--- src/rtl/nn_io_pkg.sv ---
// Shared definitions for the switch conditioning path feeding the neural-net controller.
// Switch vectors are ordered bit 3 = switch 1 down to bit 0 = switch 4.
package nn_io_pkg;

    localparam int SW_W             = 4;
    localparam int DEBOUNCE_DEFAULT = 250000;
    localparam int CHG_CNT_W        = 8;

    typedef logic [SW_W-1:0]      sw_vec_t;
    typedef logic [CHG_CNT_W-1:0] chg_cnt_t;

endpackage

--- src/rtl/switch_input_sampler_if.sv ---
// Bundle between the raw switches, the sampler and the result-capture logic.
// The master side is the sampler; the slave side drives switches and ack.
interface switch_input_sampler_if;
    import nn_io_pkg::*;

    sw_vec_t  sw_raw;
    logic     switch_1;
    logic     switch_2;
    logic     switch_3;
    logic     switch_4;
    logic     pattern_valid;
    logic     pattern_ack;
    chg_cnt_t change_count;

    modport master (
        input  sw_raw,
        input  pattern_ack,
        output switch_1,
        output switch_2,
        output switch_3,
        output switch_4,
        output pattern_valid,
        output change_count
    );

    modport slave (
        output sw_raw,
        output pattern_ack,
        input  switch_1,
        input  switch_2,
        input  switch_3,
        input  switch_4,
        input  pattern_valid,
        input  change_count
    );

endinterface

--- src/rtl/switch_debouncer.sv ---
// One switch bit: two-flop synchroniser, run-length counter and stable-value flop.
// stable_next is the value the stable flop takes on the coming edge.
module switch_debouncer
    import nn_io_pkg::*;
#(
    parameter int DEBOUNCE_CYCLES = DEBOUNCE_DEFAULT,
    parameter int CNT_W           = $clog2(DEBOUNCE_CYCLES)
) (
    input  logic clk,
    input  logic rst_n,
    input  logic raw,
    output logic stable_next
);

    localparam logic [CNT_W-1:0] C_LAST = CNT_W'(DEBOUNCE_CYCLES - 1);

    logic             sync1_q;
    logic             sync2_q;
    logic             d_q;
    logic             d_d;
    logic [CNT_W-1:0] c_q;
    logic [CNT_W-1:0] c_d;

    // Any sample matching the stable value restarts the run, so short glitches never land.
    always_comb begin
        d_d = d_q;
        c_d = '0;
        if (sync2_q != d_q) begin
            if (c_q == C_LAST) begin
                d_d = sync2_q;
            end else begin
                c_d = c_q + CNT_W'(1);
            end
        end
    end

    always_ff @(posedge clk or negedge rst_n) begin
        if (!rst_n) begin
            sync1_q <= 1'b0;
            sync2_q <= 1'b0;
            d_q     <= 1'b0;
            c_q     <= '0;
        end else begin
            sync1_q <= raw;
            sync2_q <= sync1_q;
            d_q     <= d_d;
            c_q     <= c_d;
        end
    end

    assign stable_next = d_d;

endmodule

--- src/rtl/switch_input_sampler.sv ---
// Debounces the four sensor-pattern switches and publishes each committed pattern
// change with a valid/ack handshake and a wrap-around change counter.
module switch_input_sampler
    import nn_io_pkg::*;
#(
    parameter int DEBOUNCE_CYCLES = DEBOUNCE_DEFAULT,
    parameter int CNT_W           = $clog2(DEBOUNCE_CYCLES)
) (
    input  logic                   clk,
    input  logic                   rst_n,
    switch_input_sampler_if.master bus
);

    sw_vec_t  stable_next;
    sw_vec_t  sw_q;
    sw_vec_t  sw_d;
    logic     valid_q;
    logic     valid_d;
    chg_cnt_t cnt_q;
    chg_cnt_t cnt_d;
    logic     commit;

    genvar gi;
    generate
        for (gi = 0; gi < SW_W; gi++) begin : g_bit
            switch_debouncer #(
                .DEBOUNCE_CYCLES (DEBOUNCE_CYCLES),
                .CNT_W           (CNT_W)
            ) u_debouncer (
                .clk         (clk),
                .rst_n       (rst_n),
                .raw         (bus.sw_raw[gi]),
                .stable_next (stable_next[gi])
            );
        end
    endgenerate

    // Comparing against the debouncers' next stable vector lets the outputs move on
    // the same edge the debouncers accept, while staying purely registered.
    always_comb begin
        commit  = (stable_next != sw_q);
        sw_d    = sw_q;
        valid_d = valid_q;
        cnt_d   = cnt_q;
        if (commit) begin
            sw_d    = stable_next;
            valid_d = 1'b1;
            cnt_d   = cnt_q + CHG_CNT_W'(1);
        end else if (bus.pattern_ack) begin
            valid_d = 1'b0;
        end
    end

    always_ff @(posedge clk or negedge rst_n) begin
        if (!rst_n) begin
            sw_q    <= '0;
            valid_q <= 1'b0;
            cnt_q   <= '0;
        end else begin
            sw_q    <= sw_d;
            valid_q <= valid_d;
            cnt_q   <= cnt_d;
        end
    end

    assign bus.switch_1      = sw_q[3];
    assign bus.switch_2      = sw_q[2];
    assign bus.switch_3      = sw_q[1];
    assign bus.switch_4      = sw_q[0];
    assign bus.pattern_valid = valid_q;
    assign bus.change_count  = cnt_q;

endmodule
--- src/flat_wrapper.sv ---
// flat-port wrapper written by rule: the top's interface ports become plain ports
module switch_input_sampler_flat import nn_io_pkg::*;
#(
    parameter int DEBOUNCE_CYCLES = DEBOUNCE_DEFAULT,
    parameter int CNT_W           = $clog2(DEBOUNCE_CYCLES)
)
  (clk, rst_n, bus_sw_raw, bus_pattern_ack, bus_switch_1, bus_switch_2, bus_switch_3, bus_switch_4, bus_pattern_valid, bus_change_count);
  switch_input_sampler_if bus_i ();
  input  logic clk;
  input  logic rst_n;
  input wire logic [$bits(bus_i.sw_raw)-1:0] bus_sw_raw;
  input wire logic [$bits(bus_i.pattern_ack)-1:0] bus_pattern_ack;
  output wire logic [$bits(bus_i.switch_1)-1:0] bus_switch_1;
  output wire logic [$bits(bus_i.switch_2)-1:0] bus_switch_2;
  output wire logic [$bits(bus_i.switch_3)-1:0] bus_switch_3;
  output wire logic [$bits(bus_i.switch_4)-1:0] bus_switch_4;
  output wire logic [$bits(bus_i.pattern_valid)-1:0] bus_pattern_valid;
  output wire logic [$bits(bus_i.change_count)-1:0] bus_change_count;
  assign bus_i.sw_raw = bus_sw_raw;
  assign bus_i.pattern_ack = bus_pattern_ack;
  assign bus_switch_1 = bus_i.switch_1;
  assign bus_switch_2 = bus_i.switch_2;
  assign bus_switch_3 = bus_i.switch_3;
  assign bus_switch_4 = bus_i.switch_4;
  assign bus_pattern_valid = bus_i.pattern_valid;
  assign bus_change_count = bus_i.change_count;
  switch_input_sampler #(.DEBOUNCE_CYCLES(DEBOUNCE_CYCLES), .CNT_W(CNT_W)) u_core (.clk(clk), .rst_n(rst_n), .bus(bus_i));
endmodule
--- config.mk ---
export PLATFORM = sky130hd
export DESIGN_NAME = switch_input_sampler_flat
export DESIGN_NICKNAME = d
export VERILOG_FILES = /design/src/rtl/nn_io_pkg.sv /design/src/rtl/switch_input_sampler_if.sv /design/src/rtl/switch_debouncer.sv /design/src/rtl/switch_input_sampler.sv /design/src/flat_wrapper.sv
export SDC_FILE = /design/constraint.sdc
export NUM_CORES = 1
export LEC_CHECK = 0
export BUFFER_PORTS_ARGS = -buffer_cell sky130_fd_sc_hd__clkbuf_2
export CAP_MARGIN = 30
export CORE_ASPECT_RATIO = 0.6
export CORE_UTILIZATION = 50
export CTS_CLUSTER_DIAMETER = 150
export DETAILED_ROUTE_END_ITERATION = 6
export PLACE_DENSITY_LB_ADDON = 0.12
export SLEW_MARGIN = 10
export SYNTH_ARGS = -nofsm -noshare
export SYNTH_HDL_FRONTEND = slang
export SYNTH_HIERARCHICAL = 1
export SYNTH_SLANG_ARGS = --single-unit
--- constraint.sdc ---
create_clock -name clk -period 2.5 [get_ports clk]
set_input_delay 0.25 -clock clk [delete_from_list [all_inputs] [get_ports clk]]
set_output_delay 0.25 -clock clk [all_outputs]
set_load 0.02 [all_outputs]
---- After elaboration in Yosys (flattened, before gate mapping) ----
Index checks and enable logic that the tools add are counted.
storage, ports and cells
  bits in registers ....................... 97
  bits of input ports ..................... 7
  output and inout bits ................... 13
  word-level logic and storage cells ...... 52
operators by class
  $add $sub $neg .......................... 5
  equality and inequality tests ........... 9
  multiplexer cells ....................... 18
  reductions and logical operators ........ 1
operators by type and width
  cell                     number
  $mux W18                 8
  $add A18 B1 Y18 const B  4
  $eq A18 B18 Y1 const B   4
  $mux W1                  10
  $add A8 B1 Y8 const B    1
  $ne A1 B1 Y1             4
  $ne A4 B4 Y1             1
  $reduce_bool A2 Y1       1

---- Depth between registers and ports, before layout ----
Gate-level depths: netlist of run 1.
  depth after elaboration ................. 5
  depth in mapped cells ................... 8
  gate-level depth less buffers ........... 8

---- Modules after synthesis ----
The synthesis of run 1 kept the hierarchy.
by module, submodules not included
  module                instances  cells each  area each (µm²)  sequential area each (µm²)
  switch_debouncer      4          99          1,029.7          525.5
  switch_input_sampler  1          41          550.5            325.3

---- Worst setup path before layout of run 1 ----
No wires, ideal clock.
  path kind ............................... reg2reg
  start ................................... register u_core.g_bit[0].u_debouncer.c_q[0]
  end ..................................... register u_core.cnt_q[1], in the netlist u_core/bus.change_count[1]
  setup time .............................. 0.125 ns
  data arrival time ....................... 2.312 ns
  data required time ...................... 2.375 ns
  slack ................................... 0.063 ns
  cell stages (with the launch flop) ...... 8
  buffers on the path ..................... 0
  clock period less this slack ............ 2.437 ns
  path through ............................ dfrtp_1 > ha_1 > nand4_1 > nor4_1 > mux2_2 > xnor2_1 > nand4_4 > mux2_4
between the ends
  cells in the longest elaborated chain, start to end .. 4
RTL lines
  item                             line                        RTL
  from (decl)                      switch_debouncer.sv:21      logic [CNT_W-1:0] c_q;
  from (signal assigned)           switch_debouncer.sv:42      c_q <= '0;
  from (signal assigned)           switch_debouncer.sv:47      c_q <= c_d;
  $eq A18 B18 Y1                   switch_debouncer.sv:29      if (c_q == C_LAST) begin
  $mux W1                          switch_debouncer.sv:29
  $mux W1                          switch_debouncer.sv:28      if (sync2_q != d_q) begin
  named net u_core.stable_next[0]  switch_input_sampler.sv:14  sw_vec_t stable_next;
  $ne A4 B4 Y1                     switch_input_sampler.sv:41  commit = (stable_next != sw_q);
  to (signal assigned)             switch_input_sampler.sv:62  cnt_q <= cnt_d;
  to (decl)                        switch_input_sampler.sv:19  chg_cnt_t cnt_q;
The timed path passes the listed nets, and every way through them passes these cells.
A chain may end at the register's enable or synchronous reset.

---- Final worst setup path of run 1 ----
  start ................................... register u_core.g_bit[2].u_debouncer.c_q[11]
  end ..................................... register u_core.cnt_q[1], in the netlist u_core/bus.change_count[1]
between the ends
  cells in the longest elaborated chain, start to end .. 4
RTL lines
  item                             line
  from (decl)                      switch_debouncer.sv:21
  from (signal assigned)           switch_debouncer.sv:42
  from (signal assigned)           switch_debouncer.sv:47
  $eq A18 B18 Y1                   switch_debouncer.sv:29
  $mux W1                          switch_debouncer.sv:29
  $mux W1                          switch_debouncer.sv:28
  named net u_core.stable_next[2]  switch_input_sampler.sv:14
  $ne A4 B4 Y1                     switch_input_sampler.sv:41
The timed path passes the listed nets, and every way through them passes these cells.

==> results of run 1 <==
[routing by layer]
layer	share of wire	up-vias	global-route usage
met2	0.42	55	0.298
met4	0.0087	0	0.0571
met3	0.041	7	0.0558
met1	0.53	1662	0.312
li1	-	1698	-
met5	0	-	0
[cell usage after synthesis (all sizes together), types with 5 or more instances]
master,count,area share
xor2,21,0.039
nand4,29,0.047
and3,6,0.0091
nand3,28,0.034
dfrtp,97,0.52
nor4,28,0.038
or4,8,0.016
clkbuf,8,0.0064
o21ai,8,0.0086
nor2,72,0.058
inv,9,0.0072
ha,5,0.013
nor3,8,0.0086
xnor2,50,0.095
a21oi,8,0.012
mux2,5,0.013
nand2,26,0.021
[through the flow]
stage,utilization,instances
after global routing,0.647,630
after global placement,0.599,612
after detailed placement,0.599,612
after floorplan,-,437
final,0.647,630
after CTS,0.640,630
[layout make-up]
class,instances,share of cell area
Sequential cell,97,0.427
Clock buffer,13,0.0458
Tap cell,112,0.0246
Timing Repair Buffer,77,0.0964
Inverter,9,0.00594
Clock inverter,2,0.00242
Multi-Input combinational cell,320,0.398
[cells by family (layout without fill, tap and decap cells)]
group / Yosys count / after routing / share of synthesized area
AO/OA/AOI/OAI: 21 / 21 / 0.0458
XOR/XNOR: 71 / 71 / 0.135
adder cells (fa/ha/maj): 5 / 5 / 0.0134
buffers and inverters: 21 / 101 / 0.0233
flip-flops: 97 / 97 / 0.520
multiplexers: 5 / 5 / 0.0129
AND/OR/NAND/NOR: 217 / 218 / 0.250
[power by group]
group | internal, mW | switching, mW | leakage (nW)
clock | 0.724 | 0.544 | 0.136
combinational | 0.0411 | 0.0730 | 1.02
sequential | 1.59 | 0.0225 | 1.33
total | 2.36 | 0.639 | 2.49
[state kept, by name (all words and copies together), names as in the netlist]
signal,count
u_core/bus.change_count,8
u_core/bus.pattern_valid,1
u_core/g_bit.u_debouncer/c_q,72
u_core/g_bit.u_debouncer/d_q,4
u_core/g_bit.u_debouncer/sync1_q,4
u_core/g_bit.u_debouncer/sync2_q,4
u_core/sw_q,4
[what timing repair did]
item	4_1_cts	5_1_grt
gates resized for setup	6	10
cloned	1	0
hold endpoints to repair	47	0
endpoints found under the setup margin	5	9
setup buffers	1	0
pin swaps	1	0
hold buffers	1	0
[worst reg2reg max path, cell delays in order (launching register included)]
cell and delay, ps:
dfrtp_1 380, or4_4 550, nor4_2 310, mux2_4 370, xnor2_4 210, nand4_4 160, mux2_4 320
[worst max-delay path by stage]
stage / from / end / slack, ps / depth (start not counted)
global route: u_core/g_bit[2].u_debouncer/c_q[11] / u_core/bus.change_count[1] / -6 / 6
floorplan: u_core/g_bit[0].u_debouncer/c_q[0] / u_core/bus.change_count[1] / 60 / 7
finish: u_core/g_bit[2].u_debouncer/c_q[11] / u_core/bus.change_count[1] / 90 / 6
detailed placement: u_core/g_bit[0].u_debouncer/c_q[11] / u_core/bus.change_count[1] / -20 / 6
CTS: u_core/g_bit[2].u_debouncer/c_q[11] / u_core/bus.change_count[1] / 6 / 6
global placement: u_core/g_bit[1].u_debouncer/c_q[11] / u_core/bus.change_count[1] / 30 / 6
==> impl_metrics.py, run 1 <==
metrics = {
    "floorplan": {
        "pin_count": 20,
        "die_w_um": 127,
        "dieArea_um2": 9740,
        "core_area_um2": 8780,
        "start_util": 0.532,
        "rows": 26,
        "die_h_um": 76.9,
    },
    "hold_path": {
        "hp-class": "in -> reg",
        "hold_path_depth": 1,
        "hp-start": "bus_sw_raw[0]",
        "hold_end": "u_core/g_bit[0].u_debouncer/sync1_q",
    },
    "clock_tree": {
        "cts_sinks": 97,
        "clk_pin_slew_ps": 60,
        "ctsLongestPathBuffers": 2,
        "numCtsBuffers": 9,
        "cts_tree": "yes",
        "h-tree-depth": 3,
        "cts-root-buf": "clkbuf_16",
        "clk_latency_ps": 340,
    },
    "worst_setup_path": {
        "path_delay_family": "simple AND/OR/NAND/NOR gates",
        "cp-start-kind": "register",
        "path_cells": "or4_4 > nor4_2 > mux2_4 > xnor2_4 > nand4_4 > mux2_4",
        "r2r_setup_slack_ps": 90,
        "crit_type": "reg -> reg",
        "crit_arrival_ps": 2630,
        "regToRegEndpoint": "u_core/bus.change_count[1]",
        "cp.buffers_inverters": 0,
        "slowest_delay_ps": 540,
        "critPathRequiredTime_ps": 2720,
        "rr_worst_depth": 6,
        "critPathMostFrequentCell": "mux2_4",
        "rr_startpoint": "u_core/g_bit[2].u_debouncer/c_q[11]",
        "cp_slowest_cell": "or4_4",
        "endpoint_kind": "register",
        "path_max_fanout": 5,
    },
    "detailed_routing": {
        "wire_per_inst_um": 14.6,
        "vias": 3422,
        "routed_wl_mm": 9.21,
        "dr.pass1.iters": 4,
        "drc": 0,
        "drt_iter0_markers": 228,
        "ant_nets": 0,
        "vias_per_cell": 5.43,
    },
    "final_layout": {
        "diodes": 0,
        "final_nets": 526,
        "final_common_cell": "dfrtp_1",
        "area.growth.synth_to_final_pct": 21.8,
        "design_area_um2": 5690,
        "n_fill_cell": 701,
        "seq_area_um2": 2430,
        "drive_gt1_frac": 0.249,
        "multi_input_area_um2": 2260,
        "layout_common_cells": "dfrtp_1, nor2_1, buf_4",
    },
    "place": {
        "placed_area_um2": 5270,
        "gp_congestion": 0.840,
        "io_buffers": 19,
        "dp_hpwl_mm": 6.35,
        "post-place-ws_ps": -19.5,
    },
    "timing": {
        "max_freq_mhz": 415,
        "fin_skew_ps": 6.44,
        "fin_hold_ws_ps": 17.4,
        "maxSlewViolCount": 0,
        "layout_setup_ws_ps": 91.6,
        "worst_slew_pin_slew_ps": 624,
        "setup_viol": 0,
        "hold_viol": 0,
        "finalSetupTns_ps": 0,
        "layout_min_cycle_time_ps": 2410,
        "period_share": 0.963,
        "max-slew-margin-rel": 0.584,
    },
    "synthesis": {
        "synth_area_um2": 4670,
        "async_reset_ff_frac": 1.00,
        "yosysWarnings": 6,
        "synth.distinct_cells": 31,
        "synth_ff_type": "dfrtp_1",
        "syn_inst": 437,
        "ys_ff_latch": 97,
        "synth_nets": 449,
        "synth_edf_count": 0,
        "avgSynthCellArea_um2": 10.7,
        "ys_seq_area_frac": 0.520,
    },
    "grt": {
        "grt_antenna_before_repair": 0,
        "grt.overflow.total": 0,
        "grt_pass1_wl_mm": 15.9,
        "track_usage": 0.209,
        "grt_max_degree": 51,
        "grt_pass1_vias": 3284,
    },
    "outcome": {
        "status": "complete, no violations",
    },
    "power": {
        "powerDensity_nw_per_um2": 527,
        "ir_worst_vdd_v": 0.000384,
        "p_leak_nw": 2.49,
        "power_mw": 3.00,
    },
    "flow_run": {
        "cap_violations": 0,
    },
}
Note: power is estimated with default switching activity, not from simulation.
==> run 2, diff against run 1 <==
--- a/config.mk
+++ b/config.mk
@@ -8,7 +8,9 @@
 export BUFFER_PORTS_ARGS = -buffer_cell sky130_fd_sc_hd__clkbuf_2
 export CAP_MARGIN = 30
 export CORE_ASPECT_RATIO = 0.6
+export CORE_MARGIN = 1
 export CORE_UTILIZATION = 50
+export CTS_BUF_LIST = sky130_fd_sc_hd__clkbuf_16
 export CTS_CLUSTER_DIAMETER = 150
 export DETAILED_ROUTE_END_ITERATION = 6
 export PLACE_DENSITY_LB_ADDON = 0.12
==> constraint.sdc (replaced) <==
create_clock -name clk -period 2.5 [get_ports clk]
set_input_delay 0.25 -clock clk [delete_from_list [all_inputs] [get_ports clk]]
set_output_delay 0.25 -clock clk [all_outputs]
set_load 0.01 [all_outputs]
==> impl_metrics.py, run 2 (synthesis results as in run 1) <==
metrics = {
    "worst_setup_path": {
        "r2r_setup_slack_ps": 90,
        "startpoint": "u_core/g_bit[2].u_debouncer/c_q[11]",
        "path_cells": "or4_4 > nor4_2 > mux2_4 > xnor2_4 > nand4_4 > mux2_4",
        "path_max_fanout": 5,
        "rr_startpoint": "u_core/g_bit[2].u_debouncer/c_q[11]",
        "cp.depth": 6,
        "cp_slowest_cell": "or4_4",
        "regToRegEndpoint": "u_core/bus.change_count[1]",
        "critPathMostFrequentCell": "mux2_4",
        "crit_arrival_ps": 2630,
        "cp-start-kind": "register",
        "slowest_delay_ps": 550,
        "path_delay_family": "simple AND/OR/NAND/NOR gates",
        "endpoint_kind": "register",
        "crit_type": "reg -> reg",
        "critPathCapture": "u_core/bus.change_count[1]",
        "cp.buffers_inverters": 0,
        "rr_worst_depth": 6,
        "critPathRequiredTime_ps": 2720,
    },
    "detailed_routing": {
        "drt_iter0_markers": 273,
        "dr.pass1.iters": 5,
        "routed_wl_mm": 9.21,
        "ant_nets": 0,
        "wire_per_inst_um": 14.6,
        "drc": 0,
        "vias": 3410,
        "vias_per_cell": 5.41,
    },
    "final_layout": {
        "diodes": 0,
        "design_area_um2": 5670,
        "final_common_cell": "dfrtp_1",
        "layout_common_cells": "dfrtp_1, nor2_1, buf_4",
        "fin_cells": 630,
        "final_nets": 526,
        "drive_gt1_frac": 0.245,
        "largest_reg_flops": 72,
        "area.growth.synth_to_final_pct": 21.3,
        "top_register": "u_core/g_bit.u_debouncer/c_q",
        "n_fill_cell": 708,
    },
    "power": {
        "power_mw": 2.92,
        "power_frac_seq": 0.552,
        "p_clk_frac": 0.409,
        "power.switching_uw": 637,
        "switching_share": 0.218,
        "p_int_mw": 2.29,
        "powerDensity_nw_per_um2": 516,
        "p_leak_nw": 2.48,
        "combPwrFrac": 0.039,
        "ir_worst_vdd_v": 0.000383,
    },
    "clock_tree": {
        "clk_pin_slew_ps": 60,
        "clk_latency_ps": 340,
        "numCtsBuffers": 9,
        "cts_tree": "yes",
        "h-tree-depth": 3,
        "cts_sinks": 97,
        "cts-root-buf": "clkbuf_16",
        "ctsLongestPathBuffers": 2,
    },
    "floorplan": {
        "pin_count": 20,
        "dieArea_um2": 9740,
        "rows": 26,
        "core_area_um2": 8780,
        "die_h_um": 76.9,
        "die_w_um": 127,
        "start_util": 0.532,
    },
    "timing": {
        "hold_viol": 0,
        "layout_min_cycle_time_ps": 2410,
        "max-slew-margin-rel": 0.584,
        "max_freq_mhz": 416,
        "worst_slew_pin_slew_ps": 624,
        "setup_viol": 0,
        "maxSlewViolCount": 0,
        "fin_skew_ps": 7.10,
        "period_share": 0.962,
        "layout_setup_ws_ps": 94.9,
    },
    "place": {
        "io_buffers": 19,
        "gp_congestion": 0.840,
        "placed_cells": 612,
        "placed_area_um2": 5270,
        "post-place-ws_ps": -19.5,
        "dp_hpwl_mm": 6.35,
    },
    "grt": {
        "grt.overflow.total": 0,
        "grt_max_degree": 51,
        "track_usage": 0.209,
        "grt_antenna_before_repair": 0,
        "grt_pass1_vias": 3285,
        "grt_pass1_wl_mm": 15.9,
    },
    "hold_path": {
        "hp-class": "in -> reg",
    },
    "flow_run": {
        "cap_violations": 0,
    },
    "outcome": {
        "status": "complete, no violations",
    },
}
## run 2: changes by cell type in the layout (fill, tap and decap cells not counted)
cell,change
clkbuf_1,-2
clkbuf_8,-2
clkinv_1,+2
inv_1,+2
## run 2: per-stage QoR
stage | utilization | hold slack [ps] | setup TNS [ps]
final | 0.645 | 17.1 | 0
after global routing | 0.645 | 4.97 | -1.18
after CTS | 0.638 | 7.97 | 0
after detailed placement | 0.599 | 304 | -19.5
after global placement | 0.599 | 303 | 0
after floorplan | - | -45.6 | 0
## run 2: power by group through the flow
stage | clock (mW) | combinational (mW) | sequential [mW]
floorplan | 0 | 0.0542 | 1.64
global placement | 0 | 0.112 | 1.64
detailed placement | 0 | 0.114 | 1.64
CTS | 1.23 | 0.117 | 1.61
global route | 1.30 | 0.133 | 1.62
finish | 1.20 | 0.114 | 1.61
## run 2: worst min-delay path by stage
stage	cells after the start	end	startpoint
global route	1	u_core/g_bit[2].u_debouncer/sync1_q	bus_sw_raw[2]
CTS	1	u_core/g_bit[0].u_debouncer/sync1_q	bus_sw_raw[0]
global placement	1	u_core/g_bit[2].u_debouncer/c_q[14]	rst_n
finish	1	u_core/g_bit[0].u_debouncer/sync1_q	bus_sw_raw[0]
detailed placement	1	u_core/g_bit[2].u_debouncer/c_q[16]	rst_n
floorplan	0	u_core/bus.change_count[0]	rst_n
## run 2: layer usage
metal / GRT usage / wire (um) / part of all wire / vias to the layer above
li1: - / - / - / 1696
met1: 0.312 / 4890 / 0.53 / 1638
met2: 0.297 / 3840 / 0.42 / 69
met3: 0.0558 / 407 / 0.044 / 7
met4: 0.0571 / 65 / 0.0071 / 0
met5: 0 / 0 / 0 / -
## run 2: area by class of cell
cell class,count,area [um^2],area share
Sequential cell,97,2430,0.428
Clock inverter,6,28.8,0.00508
Multi-Input combinational cell,320,2260,0.399
Inverter,9,33.8,0.00596
Clock buffer,9,225,0.0398
Tap cell,112,140,0.0247
Timing Repair Buffer,77,548,0.0967
## run 2: worst reg2reg max path, stage by stage (launching register included)
cell,delay [ps]
dfrtp_1,380
or4_4,550
nor4_2,300
mux2_4,370
xnor2_4,210
nand4_4,160
mux2_4,320
## run 2: what timing repair did
action / 4_1_cts / 5_1_grt
gates resized for setup: 6 / 10
pin swaps: 1 / 0
cloned: 1 / 0
hold buffers: 1 / 0
endpoints found under the setup margin: 5 / 9
buffers inserted: 1 / 0
endpoints found under the hold margin: 47 / 0
